[config.mk]
export PLATFORM = sky130hd
export DESIGN_NAME = dm_arbiter_flat
export DESIGN_NICKNAME = d
export VERILOG_FILES = /design/src/rtl/dm_arbiter_if.sv /design/src/rtl/dm_arbiter.sv /design/src/flat_wrapper.sv
export SDC_FILE = /design/constraint.sdc
export NUM_CORES = 1
export LEC_CHECK = 0
export BUFFER_PORTS_ARGS = -buffer_cell sky130_fd_sc_hd__buf_2
export CORE_MARGIN = 4
export CORE_UTILIZATION = 37
export CTS_BUF_LIST = sky130_fd_sc_hd__clkbuf_16
export DETAILED_ROUTE_END_ITERATION = 10
export PLACE_DENSITY = 0.74
export SKIP_LAST_GASP = 1
export SLEW_MARGIN = 20
export SYNTH_ARGS = -nofsm -noshare
export SYNTH_HDL_FRONTEND = slang
export SYNTH_SLANG_ARGS = --single-unit
[constraint.sdc]
create_clock -name clk -period 4.1 [get_ports clk]
set_input_delay 0.205 -clock clk [delete_from_list [all_inputs] [get_ports clk]]
set_output_delay 0.205 -clock clk [all_outputs]
set_load 0.01 [all_outputs]
[src/rtl/dm_arbiter_if.sv]
// Request/response bundle for one requester of dm_arbiter.
// The requester drives the request fields; the arbiter returns grant and load results.
interface dm_arbiter_if;
   logic        req;
   logic        we;
   logic [1:0]  size;
   logic        is_unsigned;
   logic [9:0]  addr;
   logic [31:0] wdata;
   logic        gnt;
   logic        rvalid;
   logic [31:0] rdata;
   logic        err;

   modport master (
      output req, we, size, is_unsigned, addr, wdata,
      input  gnt, rvalid, rdata, err
   );

   modport slave (
      input  req, we, size, is_unsigned, addr, wdata,
      output gnt, rvalid, rdata, err
   );
endinterface

[src/rtl/dm_arbiter.sv]
// Two-port arbiter and access formatter for the byte-addressed data memory.
// Port C has priority; a starvation counter forces a grant to port D.
module dm_arbiter #(
   parameter int unsigned STARVE_LIMIT = 4
) (
   input  logic                clk,
   input  logic                rst,
   dm_arbiter_if.slave         c_io,
   dm_arbiter_if.slave         d_io,
   output logic [3:0]          m_wea_o,
   output logic [9:0]          m_addra_o,
   output logic [31:0]         m_dina_o,
   input  logic [31:0]         m_douta_i
);

   localparam logic [3:0] Limit = 4'(STARVE_LIMIT);

   function automatic logic access_legal(input logic [1:0] size, input logic [9:0] addr);
      logic [10:0] last;
      logic        ok;
      last = {1'b0, addr};
      ok   = 1'b1;
      case (size)
         2'b00:   last = {1'b0, addr};
         2'b01:   last = {1'b0, addr} + 11'd1;
         2'b10:   last = {1'b0, addr} + 11'd3;
         default: ok = 1'b0;
      endcase
      return ok && (last <= 11'd1023);
   endfunction

   function automatic logic [3:0] size_mask(input logic [1:0] size);
      case (size)
         2'b00:   return 4'b0001;
         2'b01:   return 4'b0011;
         2'b10:   return 4'b1111;
         default: return 4'b0000;
      endcase
   endfunction

   function automatic logic [31:0] extend(input logic [31:0] data, input logic [1:0] size,
                                          input logic is_unsigned);
      case (size)
         2'b00:   return is_unsigned ? {24'h0, data[7:0]} : {{24{data[7]}}, data[7:0]};
         2'b01:   return is_unsigned ? {16'h0, data[15:0]} : {{16{data[15]}}, data[15:0]};
         2'b10:   return data;
         default: return 32'h0;
      endcase
   endfunction

   logic [3:0]  wait_q, wait_d;
   logic        c_gnt, d_gnt;
   logic        sel_we, sel_unsigned, sel_legal;
   logic [1:0]  sel_size;
   logic [31:0] load_data;
   logic        c_rvalid_q, c_rvalid_d, c_err_q, c_err_d;
   logic        d_rvalid_q, d_rvalid_d, d_err_q, d_err_d;
   logic [31:0] c_rdata_q, c_rdata_d, d_rdata_q, d_rdata_d;

   // Grants are suppressed during reset so a store in flight is cancelled.
   always_comb begin
      c_gnt = 1'b0;
      d_gnt = 1'b0;
      if (!rst) begin
         if (d_io.req && ((wait_q == Limit) || !c_io.req)) begin
            d_gnt = 1'b1;
         end else if (c_io.req) begin
            c_gnt = 1'b1;
         end
      end
   end

   always_comb begin
      wait_d = wait_q;
      if (!d_io.req || d_gnt) begin
         wait_d = 4'd0;
      end else if (wait_q < Limit) begin
         wait_d = wait_q + 4'd1;
      end
   end

   always_comb begin
      sel_we       = d_gnt ? d_io.we          : c_io.we;
      sel_size     = d_gnt ? d_io.size        : c_io.size;
      sel_unsigned = d_gnt ? d_io.is_unsigned : c_io.is_unsigned;
      m_addra_o    = d_gnt ? d_io.addr        : c_io.addr;
      m_dina_o     = d_gnt ? d_io.wdata       : c_io.wdata;
      sel_legal    = access_legal(sel_size, m_addra_o);
      load_data    = extend(m_douta_i, sel_size, sel_unsigned);
      m_wea_o      = 4'b0000;
      if ((c_gnt || d_gnt) && sel_we && sel_legal) begin
         m_wea_o = size_mask(sel_size);
      end
   end

   // Rejected loads still return rvalid, with zero data.
   always_comb begin
      c_rvalid_d = c_gnt && !c_io.we;
      c_err_d    = c_gnt && !sel_legal;
      c_rdata_d  = (c_rvalid_d && sel_legal) ? load_data : 32'h0;
      d_rvalid_d = d_gnt && !d_io.we;
      d_err_d    = d_gnt && !sel_legal;
      d_rdata_d  = (d_rvalid_d && sel_legal) ? load_data : 32'h0;
   end

   always_ff @(posedge clk or posedge rst) begin
      if (rst) begin
         wait_q     <= 4'd0;
         c_rvalid_q <= 1'b0;
         c_err_q    <= 1'b0;
         c_rdata_q  <= 32'h0;
         d_rvalid_q <= 1'b0;
         d_err_q    <= 1'b0;
         d_rdata_q  <= 32'h0;
      end else begin
         wait_q     <= wait_d;
         c_rvalid_q <= c_rvalid_d;
         c_err_q    <= c_err_d;
         c_rdata_q  <= c_rdata_d;
         d_rvalid_q <= d_rvalid_d;
         d_err_q    <= d_err_d;
         d_rdata_q  <= d_rdata_d;
      end
   end

   assign c_io.gnt    = c_gnt;
   assign c_io.rvalid = c_rvalid_q;
   assign c_io.rdata  = c_rdata_q;
   assign c_io.err    = c_err_q;
   assign d_io.gnt    = d_gnt;
   assign d_io.rvalid = d_rvalid_q;
   assign d_io.rdata  = d_rdata_q;
   assign d_io.err    = d_err_q;

endmodule

[src/flat_wrapper.sv]
// flat-port wrapper written by rule: the top's interface ports become plain ports
module dm_arbiter_flat 
#(
   parameter int unsigned STARVE_LIMIT = 4
)
  (clk, rst, m_wea_o, m_addra_o, m_dina_o, m_douta_i, c_io_req, c_io_we, c_io_size, c_io_is_unsigned, c_io_addr, c_io_wdata, c_io_gnt, c_io_rvalid, c_io_rdata, c_io_err, d_io_req, d_io_we, d_io_size, d_io_is_unsigned, d_io_addr, d_io_wdata, d_io_gnt, d_io_rvalid, d_io_rdata, d_io_err);
  dm_arbiter_if c_io_i ();
  dm_arbiter_if d_io_i ();
  input  logic clk;
  input  logic rst;
  output logic [3:0] m_wea_o;
  output logic [9:0] m_addra_o;
  output logic [31:0] m_dina_o;
  input  logic [31:0] m_douta_i;
  input wire logic [$bits(c_io_i.req)-1:0] c_io_req;
  input wire logic [$bits(c_io_i.we)-1:0] c_io_we;
  input wire logic [$bits(c_io_i.size)-1:0] c_io_size;
  input wire logic [$bits(c_io_i.is_unsigned)-1:0] c_io_is_unsigned;
  input wire logic [$bits(c_io_i.addr)-1:0] c_io_addr;
  input wire logic [$bits(c_io_i.wdata)-1:0] c_io_wdata;
  output wire logic [$bits(c_io_i.gnt)-1:0] c_io_gnt;
  output wire logic [$bits(c_io_i.rvalid)-1:0] c_io_rvalid;
  output wire logic [$bits(c_io_i.rdata)-1:0] c_io_rdata;
  output wire logic [$bits(c_io_i.err)-1:0] c_io_err;
  input wire logic [$bits(d_io_i.req)-1:0] d_io_req;
  input wire logic [$bits(d_io_i.we)-1:0] d_io_we;
  input wire logic [$bits(d_io_i.size)-1:0] d_io_size;
  input wire logic [$bits(d_io_i.is_unsigned)-1:0] d_io_is_unsigned;
  input wire logic [$bits(d_io_i.addr)-1:0] d_io_addr;
  input wire logic [$bits(d_io_i.wdata)-1:0] d_io_wdata;
  output wire logic [$bits(d_io_i.gnt)-1:0] d_io_gnt;
  output wire logic [$bits(d_io_i.rvalid)-1:0] d_io_rvalid;
  output wire logic [$bits(d_io_i.rdata)-1:0] d_io_rdata;
  output wire logic [$bits(d_io_i.err)-1:0] d_io_err;
  assign c_io_i.req = c_io_req;
  assign c_io_i.we = c_io_we;
  assign c_io_i.size = c_io_size;
  assign c_io_i.is_unsigned = c_io_is_unsigned;
  assign c_io_i.addr = c_io_addr;
  assign c_io_i.wdata = c_io_wdata;
  assign c_io_gnt = c_io_i.gnt;
  assign c_io_rvalid = c_io_i.rvalid;
  assign c_io_rdata = c_io_i.rdata;
  assign c_io_err = c_io_i.err;
  assign d_io_i.req = d_io_req;
  assign d_io_i.we = d_io_we;
  assign d_io_i.size = d_io_size;
  assign d_io_i.is_unsigned = d_io_is_unsigned;
  assign d_io_i.addr = d_io_addr;
  assign d_io_i.wdata = d_io_wdata;
  assign d_io_gnt = d_io_i.gnt;
  assign d_io_rvalid = d_io_i.rvalid;
  assign d_io_rdata = d_io_i.rdata;
  assign d_io_err = d_io_i.err;
  dm_arbiter #(.STARVE_LIMIT(STARVE_LIMIT)) u_core (.clk(clk), .rst(rst), .c_io(c_io_i), .d_io(d_io_i), .m_wea_o(m_wea_o), .m_addra_o(m_addra_o), .m_dina_o(m_dina_o), .m_douta_i(m_douta_i));
endmodule
==> summary.txt, run 1 <==
Logic synthesis
  • Post-Syn Nets: 437
  • Cell area after technology mapping: 0.003450 mm^2
  • Most used standard cells in the synthesized netlist: 72 x sky130_fd_sc_hd__dfrtp_1, 43 x sky130_fd_sc_hd__mux2_2, 39 x sky130_fd_sc_hd__nand2_1
  • Number of library cell types mapped by synthesis: 40
  • Flops & latches, synth: 72
  • Cell count after synthesis: around 300
  • Top cell type by total area after synthesis: sky130_fd_sc_hd__dfrtp_1
  • Sequential share of the synthesized area: between 50% and 60%
  • Post-synth top flop: sky130_fd_sc_hd__dfrtp_1
  • Post-synth ARST share: 100.0%
  • Number of warnings reported in the yosys synthesis log: 0
  • Most repeated cell in the gate-level netlist after synthesis: sky130_fd_sc_hd__dfrtp_1
  • Biggest area contributors in the synthesized netlist: sky130_fd_sc_hd__dfrtp_1 52%, sky130_fd_sc_hd__mux2_2 14%, sky130_fd_sc_hd__nand2_1 4.2%
  • Top cell type's share of synthesized area: 52.23%
  • Average size of a mapped cell: between 10 and 15 um^2
  • Number of synthesized flops with an enable pin: 0

Clock tree
  • Clock root buffer master: sky130_fd_sc_hd__clkbuf_16
  • Clock Sink Count: 72
  • Post-CTS setup buffer count: 0
  • Source-to-sink clock delay at the later pin of the worst-skew pair: 0.32 ns
  • Number of buffers inserted for hold repair after clock tree synthesis: 0
  • Number of cells upsized or downsized after cts: 0
  • Total clock buffers created by CTS: 9
  • Level count of the clock H-tree: 3
  • Number of buffers between clock root and the deepest sink: 2
  • Clock input transition at the sequential cells of the worst setup and hold paths: 0.06 ns
  • Clock tree from TritonCTS: done

Timing
  • Final critical-path setup slack: approximately 0.27 ns
  • Final worst hold slack: 0.08809 ns
  • RSZ-0062 raised after global routing: false
  • Worst slew margin relative to its limit: 41.24%
  • Period minus WS final: 3.825 ns
  • Final Max Slew Viols: 0
  • Worst Clk Skew: 0.006317 ns
  • Setup total negative slack: 0 ns
  • Hold violation count in the final report: 0
  • Fmax: 261.4 MHz
  • Final setup violation count: 0
  • Final Cycle Share: 93.30%
  • Slew of the pin with the lowest slew margin: 0.8814 ns

Routing
  • DRC violations left: 0
  • Routed vias: 3170
  • WL per Instance: 17.33 um
  • Post-detailed-route via-to-cell ratio: 4.840
  • Drt first-iter violations: 148
  • Post-route antenna net violation count: 0
  • Post-Route WL: 11350 um
  • Detailed Routing Iterations Pass 1: 4

Power and ir drop
  • Portion of total power attributed to the clock network: 44.8%
  • Sequential power share: 39.8%
  • P_sw: 450.6 uW
  • Power per cell area: 362.2 mW/mm^2
  • Worst vdd ir: 225.8 uV
  • Final Power: 1836 uW
  • Proportion of power drawn by combinational gates: 15.4%
  • Int Power: 1386 uW
  • Sw frac: 24.54%
  • Leak pwr: roughly 0.0027 uW

Floorplan
  • Die X: 104.6 um
  • Site Rows: 34
  • Ports placed on the boundary: 244
  • Core Area: 0.008891 mm^2
  • Chip Height: roughly 100 um
  • Floorplan die area: about 0.011 mm^2
  • Initial cell density of the core: 38.80%

Final layout
  • Filler cell count: 757
  • Layout area overhead: 46.97%
  • Area of the multi-input gates: approximately 0.0015 mm^2
  • Antenna cells: 0
  • Layout cells sized above 1: 59.60%
  • Nets: 677
  • Area used by sequential logic in the layout: 0.001802 mm^2

Worst setup path
  • Startpoint type of the worst setup path: flop
  • Critical Path RT: 3.89 ns
  • Worst EP arrival: approximately 3.6 ns
  • Classification of the worst setup path: reg -> out
  • Max Fanout on Critical Path: 5
  • Critical Path End Type: primary output

Place
  • Post-Place Setup Slack: 0.4434 ns
  • Final weighted congestion of routability-driven global placement: 0.8560
  • Placed wire-length estimate: 9097 um
  • IO buf count: 243

Global routing
  • GRT Util Overall: between 20% and 30%
  • Maximum number of pins on one net before global-route repair: 74
  • First-pass GRT wire length: 17530 um
  • Overall overflow remaining after global route: 0
  • Number of antenna violations at the first check in global routing: 0
  • Number of global-route vias before repair: 3362

Flow run
  • Maxcap violations: 0

Status
  • Status: complete, no violations

Hold path
  • Hold Crit Class: in -> reg
==> placed cells by master, fill, tap and decap left out, types with 9 or more instances in the layout <==
cell type                   instances
sky130_fd_sc_hd__a211oi_1          15
sky130_fd_sc_hd__dfrtp_1           72
sky130_fd_sc_hd__a211oi_2          11
sky130_fd_sc_hd__nor3_1             9
sky130_fd_sc_hd__mux2_2            43
sky130_fd_sc_hd__a21oi_1           26
sky130_fd_sc_hd__inv_1             12
sky130_fd_sc_hd__nand2_1           39
sky130_fd_sc_hd__buf_2            243
sky130_fd_sc_hd__clkbuf_16          9
==> worst paths after layout <==
kind / startpoint / to / slack [ns] / cells after the start
min reg2reg: u_core.wait_q[2] / u_core.wait_q[2] / 0.57 / 2
max in group asynchronous: rst / u_core.d_io.rdata[10] / 3.33 / 3
min: d_io_we / u_core.d_io.rvalid / 0.09 / 2
min in group asynchronous: rst / u_core.d_io.rvalid / 0.19 / 3
max reg2reg: u_core.wait_q[0] / u_core.c_io.rdata[30] / 0.45 / 13
max: u_core.wait_q[0] / m_wea_o[2] / 0.27 / 13
==> cell type report <==
class                           instances  area share [%]
Clock buffer                            9           4.442
Clock inverter                          7           1.851
Inverter                               13          0.9625
Multi-Input combinational cell        195           29.37
Sequential cell                        72           35.54
Tap cell                              108           2.665
Timing Repair Buffer                  251           25.17
==> state kept, by name, indices dropped and copies added (netlist names) <==
name / flops
u_core.d_io.err: 1
u_core.d_io.rdata: 32
u_core.c_io.err: 1
u_core.d_io.rvalid: 1
u_core.wait_q: 4
u_core.c_io.rvalid: 1
u_core.c_io.rdata: 32
==> cells by family after synthesis <==
| family | Yosys count | synth area share, % |
|---|---|---|
| buf+inv | 35 | 5.187 |
| simple gates | 81 | 11.64 |
| flops | 72 | 52.23 |
| fa+ha+maj | 7 | 2.757 |
| xor+xnor | 1 | 0.2539 |
| compound gates | 59 | 12.62 |
| mux | 47 | 15.31 |
==> worst max-delay path, stage by stage, from the launching register on <==
cell                       delay [ns]
sky130_fd_sc_hd__dfrtp_1         0.41
sky130_fd_sc_hd__inv_1           0.08
sky130_fd_sc_hd__ha_1            0.16
sky130_fd_sc_hd__nand3b_1        0.18
sky130_fd_sc_hd__a21oi_4         0.29
sky130_fd_sc_hd__mux2i_1         0.34
sky130_fd_sc_hd__ha_1            0.22
sky130_fd_sc_hd__inv_1           0.07
sky130_fd_sc_hd__fa_1            0.35
sky130_fd_sc_hd__or2_1           0.24
sky130_fd_sc_hd__or3_1           0.47
sky130_fd_sc_hd__mux2i_4         0.23
sky130_fd_sc_hd__nor4_1          0.11
sky130_fd_sc_hd__buf_2           0.16
==> power by group through the flow <==
stage | Sequential, uW | Combinational [uW] | Clock, uW
floorplan | 748 | 146 | 0
global placement | 742 | 280 | 0
detailed placement | 743 | 285 | 0
CTS | 730 | 286 | 838
global route | 731 | 311 | 874
finish | 730 | 283 | 823
==> routing by layer <==
layer	GRT usage [%]	part of all wire (%)
met4	4.748	0.98
met1	22.13	36
met2	38.19	55
met5	0	0
met3	6.289	8.4
==> metrics by stage <==
step                      cell area [um^2]  utilization (%)  std cells
after floorplan                       3462                -        302
after global placement                4751            53.43        639
after detailed placement              4751            53.43        639
after CTS                             5070            57.02        655
after global routing                  5070            57.02        655
final                                 5070            57.02        655
Note: power is estimated with default switching activity, not from simulation.
==> run 2: changes to the inputs <==
--- a/config.mk
+++ b/config.mk
@@ -6,6 +6,7 @@
 export NUM_CORES = 1
 export LEC_CHECK = 0
 export BUFFER_PORTS_ARGS = -buffer_cell sky130_fd_sc_hd__buf_2
+export CORE_ASPECT_RATIO = 0.9
 export CORE_MARGIN = 4
 export CORE_UTILIZATION = 37
 export CTS_BUF_LIST = sky130_fd_sc_hd__clkbuf_16
==> run 2 against run 1 <==
- critical path depth unchanged
- sequential power is essentially flat
- final cell count up 2.0%
- die area about the same
- wire length down 1.9%
- final area is 0.22% lower
- via count shrank 0.16%
- combinational power hardly changed
- first-iteration DRC count down 22%
- power fell by 5.0%
- largest cell class unchanged
==> summary.txt, run 2 (synthesis gave the netlist of run 1 again) <==
Status
  • Status: complete, no violations

Worst setup path
  • Most repeated library cell on the critical path: sky130_fd_sc_hd__inv_1
  • Classification of the worst setup path: reg -> out
  • Cell with the largest stage delay on the worst path: sky130_fd_sc_hd__or3_1
  • Critical Path RT: 3.89 ns
  • Max Fanout on Critical Path: 24
  • Critical Path End Type: primary output
  • Slowest Stage Delay on Critical Path: between 0.4 and 0.5 ns
  • Worst-path cell chain: inv_1, ha_1, nand3b_1, a21oi_4, buf_4, mux2_2, inv_1, fa_1, or2_1, or3_1, mux2i_4, nor4_1, buf_2
  • Startpoint type of the worst setup path: flop
  • Worst EP arrival: 3.64 ns

Final layout
  • Leading cell type in the layout, fill and taps excluded: sky130_fd_sc_hd__buf_2
  • Layout cells sized above 1: between 50 and 60%
  • Filler cell count: 789
  • Antenna cells: 0
  • Nets: 678
  • Commonest cells after routing, fill and taps aside: 243 x sky130_fd_sc_hd__buf_2, 72 x sky130_fd_sc_hd__dfrtp_1, 43 x sky130_fd_sc_hd__mux2_2
  • Area used by sequential logic in the layout: 0.001802 mm^2
  • Area of the multi-input gates: 0.001493 mm^2
  • Final cell count without fillers: approximately 670
  • Layout area overhead: 46.64%

Global routing
  • Overall overflow remaining after global route: 0
  • First-pass GRT wire length: 16520 um
  • Met2 global-route usage: between 30% and 40%
  • Gr busiest metal: met2
  • GR Util met3: roughly 5.5%
  • Maximum number of pins on one net before global-route repair: 52
  • Number of antenna violations at the first check in global routing: 1
  • Met1 track demand over resource in global routing: 23.53%
  • GRT Util Overall: between 15 and 20%
  • Number of global-route vias before repair: 3202

Power and ir drop
  • Portion of total power attributed to the clock network: 41.9%
  • Leak pwr: 0.002732 uW
  • P_sw: roughly 430 uW
  • Proportion of power drawn by combinational gates: around 16%
  • Sequential power share: 41.9%
  • Sw frac: 24.71%
  • Worst vdd ir: 181.3 uV
  • Int Power: about 1300 uW
  • Power per cell area: 344.9 mW/mm^2

Flow run
  • Maxcap violations: 0

Clock tree
  • Clock Sink Count: 72
  • Source-to-sink clock delay at the later pin of the worst-skew pair: between 0.3 and 0.4 ns
  • Number of buffers between clock root and the deepest sink: 2
  • Level count of the clock H-tree: 3
  • Post-CTS setup buffer count: 0
  • Clock input transition at the sequential cells of the worst setup and hold paths: around 0.06 ns
  • Total clock buffers created by CTS: 9
  • Clock tree from TritonCTS: done
  • Clock root buffer master: sky130_fd_sc_hd__clkbuf_16

Floorplan
  • Chip Height: 99.60 um
  • Die X: 109.8 um
  • Ports placed on the boundary: 244
  • Initial cell density of the core: 37.98%
  • Site Rows: 33
  • Floorplan die area: 0.01093 mm^2
  • Core Area: 0.009084 mm^2

Routing
  • Post-detailed-route via-to-cell ratio: 4.738
  • Post-Route WL: 11140 um
  • Routed vias: 3165
  • Drt first-iter violations: 116
  • Post-route antenna net violation count: 0
  • DRC violations left: 0
  • Detailed Routing Iterations Pass 1: 4
  • WL per Instance: 16.67 um

Timing
  • Worst slew margin relative to its limit: 58.20%
  • Slew of the pin with the lowest slew margin: between 0.6 and 0.7 ns
  • RSZ-0062 raised after global routing: false
  • Setup total negative slack: 0 ns
  • Hold violation count in the final report: 0
  • Worst Clk Skew: 0.004929 ns
  • Final setup violation count: 0
  • Fmax: 260.3 MHz
  • Final Cycle Share: 93.71%
  • Period minus WS final: between 3 and 4 ns
  • Final Max Slew Viols: 0

Place
  • DP Cell Count: between 600 and 700
  • Final weighted congestion of routability-driven global placement: 0.8328
  • IO buf count: 243
  • Placed wire-length estimate: 8964 um

Hold path
  • Hold Crit Class: in -> reg
-- run 2: final timing paths --
kind                                  start              endpoint  slack, ns  cells past startpoint
max reg2reg                u_core.wait_q[0]  u_core.c_io.rdata[6]       0.51                     13
min                            m_douta_i[5]  u_core.c_io.rdata[5]       0.12                      3
min reg2reg                u_core.wait_q[2]      u_core.wait_q[2]       0.58                      2
max in group asynchronous               rst       u_core.c_io.err       2.58                      4
max                        u_core.wait_q[0]            m_wea_o[2]       0.26                     13
min in group asynchronous               rst      u_core.wait_q[0]       0.50                      3
-- run 2: final cells by class --
| cell class | count | share of cell area [%] |
|---|---|---|
| multi-input combinational | 195 | 29.51 |
| clock inverter | 5 | 1.014 |
| tap | 122 | 3.018 |
| inverter | 13 | 0.9646 |
| sequential | 72 | 35.62 |
| clock buffer | 9 | 4.452 |
| timing repair buffer | 252 | 25.43 |
-- run 2: what timing repair did --
item | 4_1_cts | 5_1_grt
hold buffers | 1 | 0
resized for setup | 0 | 1
endpoints found under the setup margin | 0 | 1
endpoints found under the hold margin | 22 | 0
-- run 2: routing by layer --
layer / vias up / wire length, um / part of all wire, %
li1: 1537 / - / -
met1: 1467 / 4275 / 38
met5: - / 7 / 0.063
met3: 12 / 978 / 8.8
met2: 147 / 5768 / 52
met4: 2 / 106 / 0.95
-- run 2: worst max-delay path: cells and delay by family, from the launching register on --
family / cells / cell delay (ns)
AOI/OAI and AO/OA: 1 / 0.26
buffers and inverters: 4 / 0.63
DFF: 1 / 0.41
adders and majority gates: 2 / 0.52
muxes: 2 / 0.51
and+or+nand+nor: 4 / 1.00
-- run 2: metrics by stage --
stage	cell area, um^2	setup WS [ns]	hold slack [ns]	util (%)	power [uW]
2_1_floorplan	3462	0.06014	0.2913	-	893.8
3_3_place_gp	4768	0.6782	0.2961	52.49	1022
3_5_place_dp	4768	0.5023	0.3022	52.49	1028
4_1_cts	5055	0.2194	0.1153	55.65	1759
5_1_grt	5059	0.03122	0.1232	55.69	1822
6_report	5059	0.2580	0.1212	55.69	1745
-- run 2: power by group through the flow --
stage,clock (uW),combinational [uW],sequential (uW)
6_report,730,284,731
5_1_grt,778,312,732
4_1_cts,741,287,731
3_5_place_dp,0,285,743
3_3_place_gp,0,280,743
2_1_floorplan,0,146,748
